File: config.mk
export PLATFORM = sky130hd
export DESIGN_NAME = lockin_display_decimator_flat
export DESIGN_NICKNAME = d
export VERILOG_FILES = /design/src/rtl/lockin_display_decimator_pkg.sv /design/src/rtl/lockin_display_decimator_if.sv /design/src/rtl/lockin_boxcar_acc.sv /design/src/rtl/lockin_display_decimator.sv /design/src/flat_wrapper.sv
export SDC_FILE = /design/constraint.sdc
export NUM_CORES = 1
export LEC_CHECK = 0
export BUFFER_PORTS_ARGS = -buffer_cell sky130_fd_sc_hd__buf_2
export CORE_ASPECT_RATIO = 1.5
export CORE_UTILIZATION = 45
export CTS_BUF_LIST = sky130_fd_sc_hd__clkbuf_16
export CTS_CLUSTER_SIZE = 16
export DETAILED_ROUTE_END_ITERATION = 7
export PLACE_DENSITY = 0.66
export SKIP_CTS_REPAIR_TIMING = 1
export SYNTH_ARGS = -nofsm -noshare
export SYNTH_HDL_FRONTEND = slang
export SYNTH_SLANG_ARGS = --single-unit
File: constraint.sdc
create_clock -name clk -period 8.51 [get_ports clk]
set_input_delay 0.851 -clock clk [delete_from_list [all_inputs] [get_ports clk]]
set_output_delay 0.851 -clock clk [all_outputs]
set_load 0.05 [all_outputs]
File: src/rtl/lockin_display_decimator_pkg.sv
// Shared defaults and width helper for the lock-in display decimator (package lockin_pkg).
package lockin_pkg;

    localparam int CORDIC_WIDTH_DEF = 42;
    localparam int LOG2_DECIM_DEF   = 10;
    localparam int ACC_W            = CORDIC_WIDTH_DEF + LOG2_DECIM_DEF;

    // Summing 2^log2 samples of w bits grows the value by exactly log2 bits.
    function automatic int acc_width(input int w, input int log2);
        return w + log2;
    endfunction

endpackage

File: src/rtl/lockin_display_decimator_if.sv
// Sample stream in (from the CORDIC) and averaged stream out (to the visualizer).
interface lockin_display_decimator_if
    import lockin_pkg::*;
#(
    parameter int W = CORDIC_WIDTH_DEF
);
    logic         i_valid;
    logic [W-1:0] i_magnitude;
    logic [W-1:0] i_phase;
    logic         o_valid;
    logic [W-1:0] o_magnitude;
    logic [W-1:0] o_phase;

    modport master (
        output i_valid, i_magnitude, i_phase,
        input  o_valid, o_magnitude, o_phase
    );

    modport slave (
        input  i_valid, i_magnitude, i_phase,
        output o_valid, o_magnitude, o_phase
    );
endinterface

File: src/rtl/lockin_boxcar_acc.sv
// Boxcar accumulator: sums samples and presents (acc + din) >> SHIFT for the closing sample.
module lockin_boxcar_acc
    import lockin_pkg::*;
#(
    parameter int WIDTH     = CORDIC_WIDTH_DEF,
    parameter int SHIFT     = LOG2_DECIM_DEF,
    parameter bit SIGNED_EN = 1'b0
) (
    input  logic             clk,
    input  logic             rst_n,
    input  logic             add,
    input  logic             clear,
    input  logic             dump,
    input  logic [WIDTH-1:0] din,
    output logic [WIDTH-1:0] dout
);
    localparam int AW = acc_width(WIDTH, SHIFT);

    logic [AW-1:0] acc_q, acc_d;
    logic [AW-1:0] din_ext;
    logic [AW-1:0] sum;
    logic          unused_frac;

    generate
        if (SIGNED_EN) begin : g_sext
            assign din_ext = {{SHIFT{din[WIDTH-1]}}, din};
        end else begin : g_zext
            assign din_ext = {{SHIFT{1'b0}}, din};
        end
    endgenerate

    // Dropping the low SHIFT bits of a two's complement sum is a floor divide.
    assign sum         = acc_q + din_ext;
    assign dout        = sum[AW-1:SHIFT];
    assign unused_frac = ^sum[SHIFT-1:0];

    always_comb begin
        acc_d = acc_q;
        if (clear || dump) begin
            acc_d = '0;
        end else if (add) begin
            acc_d = sum;
        end
    end

    always_ff @(posedge clk or negedge rst_n) begin
        if (!rst_n) begin
            acc_q <= '0;
        end else begin
            acc_q <= acc_d;
        end
    end
endmodule

File: src/rtl/lockin_display_decimator.sv
// Boxcar decimator feeding the VGA visualizer; one o_valid pulse per 2^LOG2_DECIM samples.
// Define LOCKIN_DEC_PEAK_HOLD_EN to report the window peak magnitude instead of the mean.
module lockin_display_decimator
    import lockin_pkg::*;
#(
    parameter int CORDIC_WIDTH = CORDIC_WIDTH_DEF,
    parameter int LOG2_DECIM   = LOG2_DECIM_DEF
) (
    input  logic                       clk,
    input  logic                       rst_n,
    lockin_display_decimator_if.slave  bus,
    input  logic                       i_freeze,
    input  logic                       i_clear,
    output logic                       o_overrun
);
    logic [LOG2_DECIM-1:0]   cnt_q, cnt_d;
    logic                    valid_q, valid_d;
    logic                    overrun_q, overrun_d;
    logic [CORDIC_WIDTH-1:0] mag_q, mag_d;
    logic [CORDIC_WIDTH-1:0] phs_q, phs_d;
    logic [CORDIC_WIDTH-1:0] mag_win, phs_win;
    logic                    accept, win_end;

    // Clear takes priority, so a coincident sample is simply not accepted.
    assign accept  = bus.i_valid && !i_clear;
    assign win_end = accept && (cnt_q == '1);

    lockin_boxcar_acc #(
        .WIDTH     (CORDIC_WIDTH),
        .SHIFT     (LOG2_DECIM),
        .SIGNED_EN (1'b1)
    ) u_phs_acc (
        .clk   (clk),
        .rst_n (rst_n),
        .add   (accept),
        .clear (i_clear),
        .dump  (win_end),
        .din   (bus.i_phase),
        .dout  (phs_win)
    );

`ifdef LOCKIN_DEC_PEAK_HOLD_EN
    logic [CORDIC_WIDTH-1:0] max_q, max_d;

    always_comb begin
        mag_win = (bus.i_magnitude > max_q) ? bus.i_magnitude : max_q;
        max_d   = max_q;
        if (i_clear || win_end) begin
            max_d = '0;
        end else if (accept) begin
            max_d = mag_win;
        end
    end

    always_ff @(posedge clk or negedge rst_n) begin
        if (!rst_n) begin
            max_q <= '0;
        end else begin
            max_q <= max_d;
        end
    end
`else
    lockin_boxcar_acc #(
        .WIDTH     (CORDIC_WIDTH),
        .SHIFT     (LOG2_DECIM),
        .SIGNED_EN (1'b0)
    ) u_mag_acc (
        .clk   (clk),
        .rst_n (rst_n),
        .add   (accept),
        .clear (i_clear),
        .dump  (win_end),
        .din   (bus.i_magnitude),
        .dout  (mag_win)
    );
`endif

    always_comb begin
        cnt_d     = cnt_q;
        valid_d   = 1'b0;
        overrun_d = overrun_q;
        mag_d     = mag_q;
        phs_d     = phs_q;
        if (i_clear) begin
            cnt_d     = '0;
            overrun_d = 1'b0;
        end else if (accept) begin
            cnt_d = cnt_q + LOG2_DECIM'(1);
            if (win_end) begin
                // A frozen window is consumed but never shown.
                if (i_freeze) begin
                    overrun_d = 1'b1;
                end else begin
                    valid_d = 1'b1;
                    mag_d   = mag_win;
                    phs_d   = phs_win;
                end
            end
        end
    end

    always_ff @(posedge clk or negedge rst_n) begin
        if (!rst_n) begin
            cnt_q     <= '0;
            valid_q   <= 1'b0;
            overrun_q <= 1'b0;
            mag_q     <= '0;
            phs_q     <= '0;
        end else begin
            cnt_q     <= cnt_d;
            valid_q   <= valid_d;
            overrun_q <= overrun_d;
            mag_q     <= mag_d;
            phs_q     <= phs_d;
        end
    end

    assign bus.o_valid     = valid_q;
    assign bus.o_magnitude = mag_q;
    assign bus.o_phase     = phs_q;
    assign o_overrun       = overrun_q;
endmodule
File: src/flat_wrapper.sv
// flat-port wrapper written by rule: the top's interface ports become plain ports
module lockin_display_decimator_flat import lockin_pkg::*;
#(
    parameter int CORDIC_WIDTH = CORDIC_WIDTH_DEF,
    parameter int LOG2_DECIM   = LOG2_DECIM_DEF
)
  (clk, rst_n, i_freeze, i_clear, o_overrun, bus_i_valid, bus_i_magnitude, bus_i_phase, bus_o_valid, bus_o_magnitude, bus_o_phase);
  lockin_display_decimator_if bus_i ();
  input  logic clk;
  input  logic rst_n;
  input  logic i_freeze;
  input  logic i_clear;
  output logic o_overrun;
  input wire logic [$bits(bus_i.i_valid)-1:0] bus_i_valid;
  input wire logic [$bits(bus_i.i_magnitude)-1:0] bus_i_magnitude;
  input wire logic [$bits(bus_i.i_phase)-1:0] bus_i_phase;
  output wire logic [$bits(bus_i.o_valid)-1:0] bus_o_valid;
  output wire logic [$bits(bus_i.o_magnitude)-1:0] bus_o_magnitude;
  output wire logic [$bits(bus_i.o_phase)-1:0] bus_o_phase;
  assign bus_i.i_valid = bus_i_valid;
  assign bus_i.i_magnitude = bus_i_magnitude;
  assign bus_i.i_phase = bus_i_phase;
  assign bus_o_valid = bus_i.o_valid;
  assign bus_o_magnitude = bus_i.o_magnitude;
  assign bus_o_phase = bus_i.o_phase;
  lockin_display_decimator #(.CORDIC_WIDTH(CORDIC_WIDTH), .LOG2_DECIM(LOG2_DECIM)) u_core (.clk(clk), .rst_n(rst_n), .bus(bus_i), .i_freeze(i_freeze), .i_clear(i_clear), .o_overrun(o_overrun));
endmodule
==> impl_metrics.ini <==
[global_routing]
gr-usage-all-layers = 0.254
grt-ovfl-total = 0
grt_pass1_wl_um = 60300
antenna_found_initial = 0
grt_max_degree = 85
grt_pass1_vias = 12000

[layout]
multiInputGateArea_sq_um = 7960
diodes = 0
drive_gt1_frac = 0.171
nFillCells = 2819
final_nets = 1795
final_util = 0.515
area_growth_pct = 12.8
fin_cells = 2018
regArea_sq_um = 5000

[synth]
yosys_warnings = 0
synth.net_count = 1682
yosysTopAreaCell = dfrtp_1
async_reset_ff_frac = 1.00
synth_seq_cells = 200
synth_top_area_share = 0.373
synth.most_common_cell = nand2_1
ys_seq_area_frac = 0.373
netlist_instances = 1497
synth_common_cells = nand2_1, dfrtp_1, a21oi_1
avgSynthCellArea_sq_um = 8.97
ys_types = 84
netlist_top_cells_area = dfrtp_1, ha_1, nand2_1, a22o_1, a21oi_1
syn-cell-area_sq_um = 13400
synth_ff_type = dfrtp_1
synth_edf_count = 0

[cts]
tritoncts = built
clk_latency_ps = 460
clkTransAtPathRegs_ps = 80
clock_sinks = 200
cts_buffer_depth = 2
cts_max_level = 4
cts_buffers = 17
root_buffer = clkbuf_16

[worst_setup_path]
reg2reg_depth = 9
end_kind = register
path_class = reg -> reg
cp_max_fo = 69
crit_arrival_ps = 3910
crit_required_ps = 8860
ff2ff_setup_slack_ps = 4950
crit_path_start_kind = register

[timing]
finalSetupViolCount = 0
fin_worst_skew_ps = 10.1
tightest_slew_ps = 1050
period_needed_ps = 3560
max-slew-margin-rel = 0.299
drv_slew = 0
hold_viol = 0
fin_crit_sh = 0.418
setup_slack_ps = 4950
grt_setup_unrepaired = no
max_freq_mhz = 281
finalSetupTns_ps = 0

[routing]
drtIter0Drc = 659
dr_total_vias = 11700
detail-route-antenna-nets = 0
drt-pass1-iter-count = 5
wl_per_cell_um = 18.4
route.detailed.drc = 0
vias_per_cell = 5.79
drt_wl_total_um = 37200

[pwr]
power_density_nw_per_um2 = 205
leakagePower_nw = 7.71
ir_drop_uv = 134

[status]
status = completed

[die]
rows = 77
initial_utilization = 0.457
die_x_um = 143
die_y_um = 214
ioPinCount = 175
coreArea_sq_um = 29400
die_area_sq_um = 30500

[min_path]
worst_hold_path_type = in -> async

[place]
place_congestion = 0.924
dp_hpwl_um = 27400
io_buffers = 174
pre_cts_ws_ps = 4590
dpl.cell_count = 1986

[flow_run]
drv_cap = 0
==> sequential cells by signal (all words and copies together) (netlist names) <==
signal                  cells
u_core.u_mag_acc.acc_q     52
u_core.o_overrun            1
u_core.bus.o_phase         42
u_core.cnt_q               10
u_core.u_phs_acc.acc_q     52
u_core.bus.o_magnitude     42
u_core.bus.o_valid          1
==> where the power goes <==
group / total [mW] / switching, mW / leakage [nW] / internal [mW]
sequential: 1.08 / 0.0533 / 2.73 / 1.03
clock: 0.904 / 0.403 / 0.312 / 0.500
combinational: 1.12 / 0.692 / 4.67 / 0.431
==> final timing paths <==
path | startpoint | to
max | u_core.cnt_q[2] | u_core.bus.o_magnitude[29]
min | rst_n | u_core.bus.o_phase[2]
max reg2reg | u_core.cnt_q[2] | u_core.bus.o_magnitude[29]
min reg2reg | u_core.bus.o_phase[11] | u_core.bus.o_phase[11]
max in group asynchronous | rst_n | u_core.u_mag_acc.acc_q[31]
min in group clk | u_core.bus.o_phase[11] | u_core.bus.o_phase[11]
==> routing by layer <==
layer,routed length (um),GRT usage
met5,0,0
met3,1260,0.0319
met1,14400,0.268
met2,19800,0.479
met4,1770,0.150
==> layout make-up <==
type,count,area share
Multi-Input combinational cell,1180,0.526
Timing Repair Buffer,181,0.0616
Clock inverter,15,0.0143
Inverter,30,0.00744
Clock buffer,17,0.0281
Sequential cell,200,0.330
Tap cell,395,0.0326
==> worst max-delay path: stages (launching register included) <==
cell,delay [ps]
dfrtp_1,400
and3_1,200
and3_1,240
nand3_1,90
nor2_1,280
nand2_2,60
buf_4,390
inv_2,760
buf_4,570
mux2_2,390
==> layout by cell type, fill, tap and decap left out, drive strengths merged, types with 5 or more instances in the layout <==
master    n
o22ai     5
o21bai   18
nand2b    9
buf     180
and4      7
a221o     6
o211ai    5
mux2i     6
nor3b     6
a221oi    6
a21oi   109
dfrtp   200
ha       94
and2      8
inv      35
a31o      6
nor2     79
mux2     29
a211oi   12
nand3    32
and3     19
nor2b    11
nor4      8
o21ai    88
o21a     14
a22o     72
o31ai     8
a21boi    7
clkbuf   18
nand2   248
nor3     12
a21o     48
nand4    34
xor2     47
xnor2    48
clkinv    5
a31oi    23
==> cell families after synthesis <==
group	Yosys count	share of synthesized area
compound gates	466	0.242
simple gates	487	0.166
buf+inv	117	0.0353
fa+ha+maj	96	0.0906
mux	35	0.0288
xor+xnor	96	0.0637
flops	200	0.373
==> metrics by stage <==
step	area (sq um)	hold WS (ps)	total power [mW]
floorplan	13400	452	1.93
global placement	14500	450	2.20
detailed placement	14500	457	2.21
CTS	15100	402	3.13
global route	15100	440	3.29
finish	15100	385	3.11
Power figures use the tool's default switching activity.
